[src/rtl/shift_issue.sv]


module shift_issue #(
  parameter int DEPTH = 4
) (
  input  logic                     clk,
  input  logic                     rst_n,
  input  logic                     in_valid,
  output logic                     in_ready,
  input  logic [31:0]              in_data,
  input  logic [4:0]               in_s,
  input  logic                     in_right,
  input  logic                     in_arith,
  output logic [31:0]              sh_data,
  output logic [4:0]               sh_s,
  output logic                     sh_right,
  output logic                     sh_arith,
  input  logic [31:0]              sh_result,
  output logic                     out_valid,
  input  logic                     out_ready,
  output logic [31:0]              out_result,
  output logic [$clog2(DEPTH):0]   count
);
  localparam int AW = $clog2(DEPTH);
  localparam int CW = AW + 1;
  localparam int EW = 32 + 5 + 1 + 1;

  logic [EW-1:0] r_mem [DEPTH];
  logic [AW-1:0] r_wr_ptr;
  logic [AW-1:0] r_rd_ptr;
  logic [CW-1:0] r_count;
  logic          r_out_valid;
  logic [31:0]   r_out_result;

  logic [EW-1:0] w_head;
  logic [EW-1:0] w_entry;
  logic          w_full;
  logic          w_empty;
  logic          w_free;
  logic          w_bypass;
  logic          w_push;
  logic          w_pop;
  logic          w_fire;

  assign w_full   = (r_count == CW'(DEPTH));
  assign w_empty  = (r_count == '0);
  assign w_free   = !r_out_valid || out_ready;
  assign in_ready = rst_n && !w_full;

`ifdef SHIFT_ISSUE_BYPASS_EN
  // An empty FIFO plus a free result stage lets the command skip storage entirely.
  assign w_bypass = rst_n && w_empty && in_valid && w_free;
`else
  assign w_bypass = 1'b0;
`endif

  assign w_push  = in_valid && in_ready && !w_bypass;
  assign w_pop   = !w_empty && w_free;
  assign w_fire  = w_pop || w_bypass;
  assign w_entry = {in_data, in_s, in_right, in_arith};
  assign w_head  = r_mem[r_rd_ptr];

  always_comb begin
    sh_data  = '0;
    sh_s     = '0;
    sh_right = 1'b0;
    sh_arith = 1'b0;
    if (w_bypass) begin
      sh_data  = in_data;
      sh_s     = in_s;
      sh_right = in_right;
      sh_arith = in_arith;
    end else if (!w_empty) begin
      {sh_data, sh_s, sh_right, sh_arith} = w_head;
    end
  end

  // Storage is deliberately left out of reset so it maps onto plain RAM.
  always_ff @(posedge clk) begin
    if (w_push) begin
      r_mem[r_wr_ptr] <= w_entry;
    end
  end

  always_ff @(posedge clk or negedge rst_n) begin
    if (!rst_n) begin
      r_wr_ptr     <= '0;
      r_rd_ptr     <= '0;
      r_count      <= '0;
      r_out_valid  <= 1'b0;
      r_out_result <= '0;
    end else begin
      if (w_push) begin
        r_wr_ptr <= r_wr_ptr + AW'(1);
      end
      if (w_pop) begin
        r_rd_ptr <= r_rd_ptr + AW'(1);
      end
      case ({w_push, w_pop})
        2'b10:   r_count <= r_count + CW'(1);
        2'b01:   r_count <= r_count - CW'(1);
        default: r_count <= r_count;
      endcase
      if (w_fire) begin
        r_out_valid  <= 1'b1;
        r_out_result <= sh_result;
      end else if (out_ready) begin
        r_out_valid  <= 1'b0;
      end
    end
  end

  assign out_valid  = r_out_valid;
  assign out_result = r_out_result;
  assign count      = r_count;
endmodule

[config.mk]
export PLATFORM = sky130hd
export DESIGN_NAME = shift_issue
export DESIGN_NICKNAME = d
export VERILOG_FILES = /design/src/rtl/shift_issue.sv
export SDC_FILE = /design/constraint.sdc
export NUM_CORES = 1
export LEC_CHECK = 0
export BUFFER_PORTS_ARGS = -buffer_cell sky130_fd_sc_hd__clkbuf_2
export CAP_MARGIN = 20
export CORE_UTILIZATION = 59
export CTS_CLUSTER_SIZE = 28
export DETAILED_ROUTE_END_ITERATION = 10
export GPL_ROUTABILITY_DRIVEN = 0
export PLACE_DENSITY = 0.93
export SYNTH_ARGS = -nofsm -noshare
export SYNTH_HDL_FRONTEND = slang
export SYNTH_SLANG_ARGS = --single-unit
[constraint.sdc]
create_clock -name clk -period 4.25 [get_ports clk]
set_input_delay 0.2125 -clock clk [delete_from_list [all_inputs] [get_ports clk]]
set_output_delay 0.2125 -clock clk [all_outputs]
set_load 0.05 [all_outputs]
==> metrics.csv <==
metric,value,unit
maxSlewHeadroom,0.2838,
place_hpwl,8692,µm
final_hold_viol_count,0,
area_growth,23.18,%
wl_per_cell,19.63,µm
worst_pin_slew,1074,ps
grt_pass1_wl,21700,µm
cts_root_buffer,clkbuf_16,
cts_setup_buffers,0,
via_per_inst,5.424,
final-max-slew-violation-count,0,
preCtsSetupSlack,1624,ps
path_max_fanout,29,
min_path_type,in2reg,
r2r-start,count[0],
h-tree-depth,4,
syn_inst,357,
rsz0062_at_grt,false,
finalCritPeriodShare,0.7009,
yosys_register_bits,196,
cp-start-kind,flip-flop,
grt_antenna_before_repair,0,
portBuffers,150,
yosys.cell_types.count,26,
drt_pass1_iterations,4,
drive_above_1_share,0.4725,
antenna_cells,0,
crit_path_start,r_rd_ptr[0],
crit_family,flip-flops,
dr_total_vias,3987,
cpPeakStageDelay,990,ps
die_area,13510,µm²
yosysWarnings,0,
postSynthAreaPerCell,21.56,µm²
nets,631,
track_usage,0.2284,
fmax,335.7,MHz
start_util,0.6076,
grt-ovfl-total,0,
cts_resized,0,
drt_iter0_markers,246,
antenna_left,0,
cp.arrival,2770,ps
final_cell_mix,"edfxtp_1 (156), clkbuf_2 (150), mux4_2 (39), nor2b_1 (39), dfrtp_1 (38)",
setup_viol,0,
p_per_area,785.6,nW/µm²
cp.required,4040,ps
coreArea,12670,µm²
total_power,7450,µW
ctsHoldBuffers,37,
clock-sinks,196,
syn_area,7699,µm²
final_common_cell,edfxtp_1,
vdd_drop_max,0.0005135,V
worstHoldStart,in_data[1],
fin_skew,4.923,ps
std_cell_rows,41,
fin_ws,1271,ps
clock_latency,430,ps
clk_path_buf_depth,2,
io_pins,151,
whs,19.46,ps
leakage,0.003695,µW
cts_tree,done,
die_w,116.2,µm
setup_tns,0,ps
path_buf_inv,2,
slowest_stage,dfrtp_2,
die_h,116.2,µm
fin_area,9483,µm²
status,finished clean,
grt_pass1_vias,4209,
cts.clk_slew.worst_paths,70,ps
worst_setup_path_end_kind,primary output,
grt_max_degree,42,
syn_nets,438,
worstSetupPathType,reg2out,
maxCapViolations,0,
place_area,8554,µm²
period_needed,2979,ps
drc,0,
crit_chain,"buf_4, mux4_2, nor2b_1, clkbuf_2",
cts_buffers,17,
yosysSeqAreaShare,0.7385,
routed_wl,14430,µm
## layout make-up
type                       count  area, µm²
fill                         726       3188
clock inverter                15      132.6
timing repair buffer         191       1151
clock buffer                  17      425.4
tap                          172      215.2
sequential                   196       5688
inverter                       6      22.52
multi-input combinational    138       1848
## final timing paths
path	slack, ps	depth (start not counted)	end
worst min-delay path	20	1	r_mem[2][8]
worst max register to register	1870	3	r_mem[3][28]
min in group asynchronous	490	3	out_result[30]
max in group asynchronous	3380	3	r_rd_ptr[0]
worst min register to register	520	1	out_result[19]
worst max-delay path	1270	4	sh_data[0]
## cells in the mapped netlist, drive strengths merged
library cell | count | area [µm²]
edfxtp | 156 | 4684
dfrtp | 40 | 1001
nor2b | 40 | 252.7
mux4 | 39 | 878.3
mux2 | 33 | 476.7
buf | 13 | 137.6
inv | 6 | 22.52
ha | 5 | 62.56
and2 | 4 | 25.02
clkbuf | 4 | 15.01
xor2 | 4 | 35.03
nand2 | 2 | 7.510
nor2 | 2 | 7.510
xnor2 | 2 | 17.52
a21boi | 1 | 7.510
a21oi | 1 | 5.000
and3b | 1 | 10.01
fa | 1 | 20.02
mux2i | 1 | 10.01
nand2b | 1 | 6.260
nor3 | 1 | 16.27
## power breakdown
part | switching (µW) | leakage (µW) | internal, µW | total [µW]
Sequential | 312 | 0.00188 | 2410 | 2720
Clock | 727 | 0.000272 | 775 | 1500
Combinational | 2170 | 0.00155 | 1050 | 3220
Total | 3210 | 0.00370 | 4240 | 7450
## routing by layer
metal,routed length [µm],vias to the layer above,track usage,share of wire
li1,-,1780,-,-
met1,5422,2030,0.2706,0.38
met5,0,-,0,0
met2,7933,155,0.3953,0.55
met4,301,0,0.1128,0.021
met3,773,22,0.05293,0.054
## stage by stage
stage,utilization,std cells
floorplan,-,357
global placement,0.6751,666
detailed placement,0.6751,666
CTS,0.7484,735
global route,0.7484,735
finish,0.7484,735
## state kept, by name (all words and copies together), names as in the netlist
register	count
out_valid	1
count	3
r_wr_ptr	2
r_rd_ptr	2
r_mem	156
out_result	32
## cell families after synthesis
kind of cell / share of synthesized area
buffers and inverters: 0.02275
and+or+nand+nor: 0.04226
adders and majority gates: 0.01073
xor gates and xnor gates: 0.006826
AOI/OAI and AO/OA: 0.001625
DFF: 0.7385
muxes: 0.1773
Note: power is estimated with default switching activity, not from simulation.
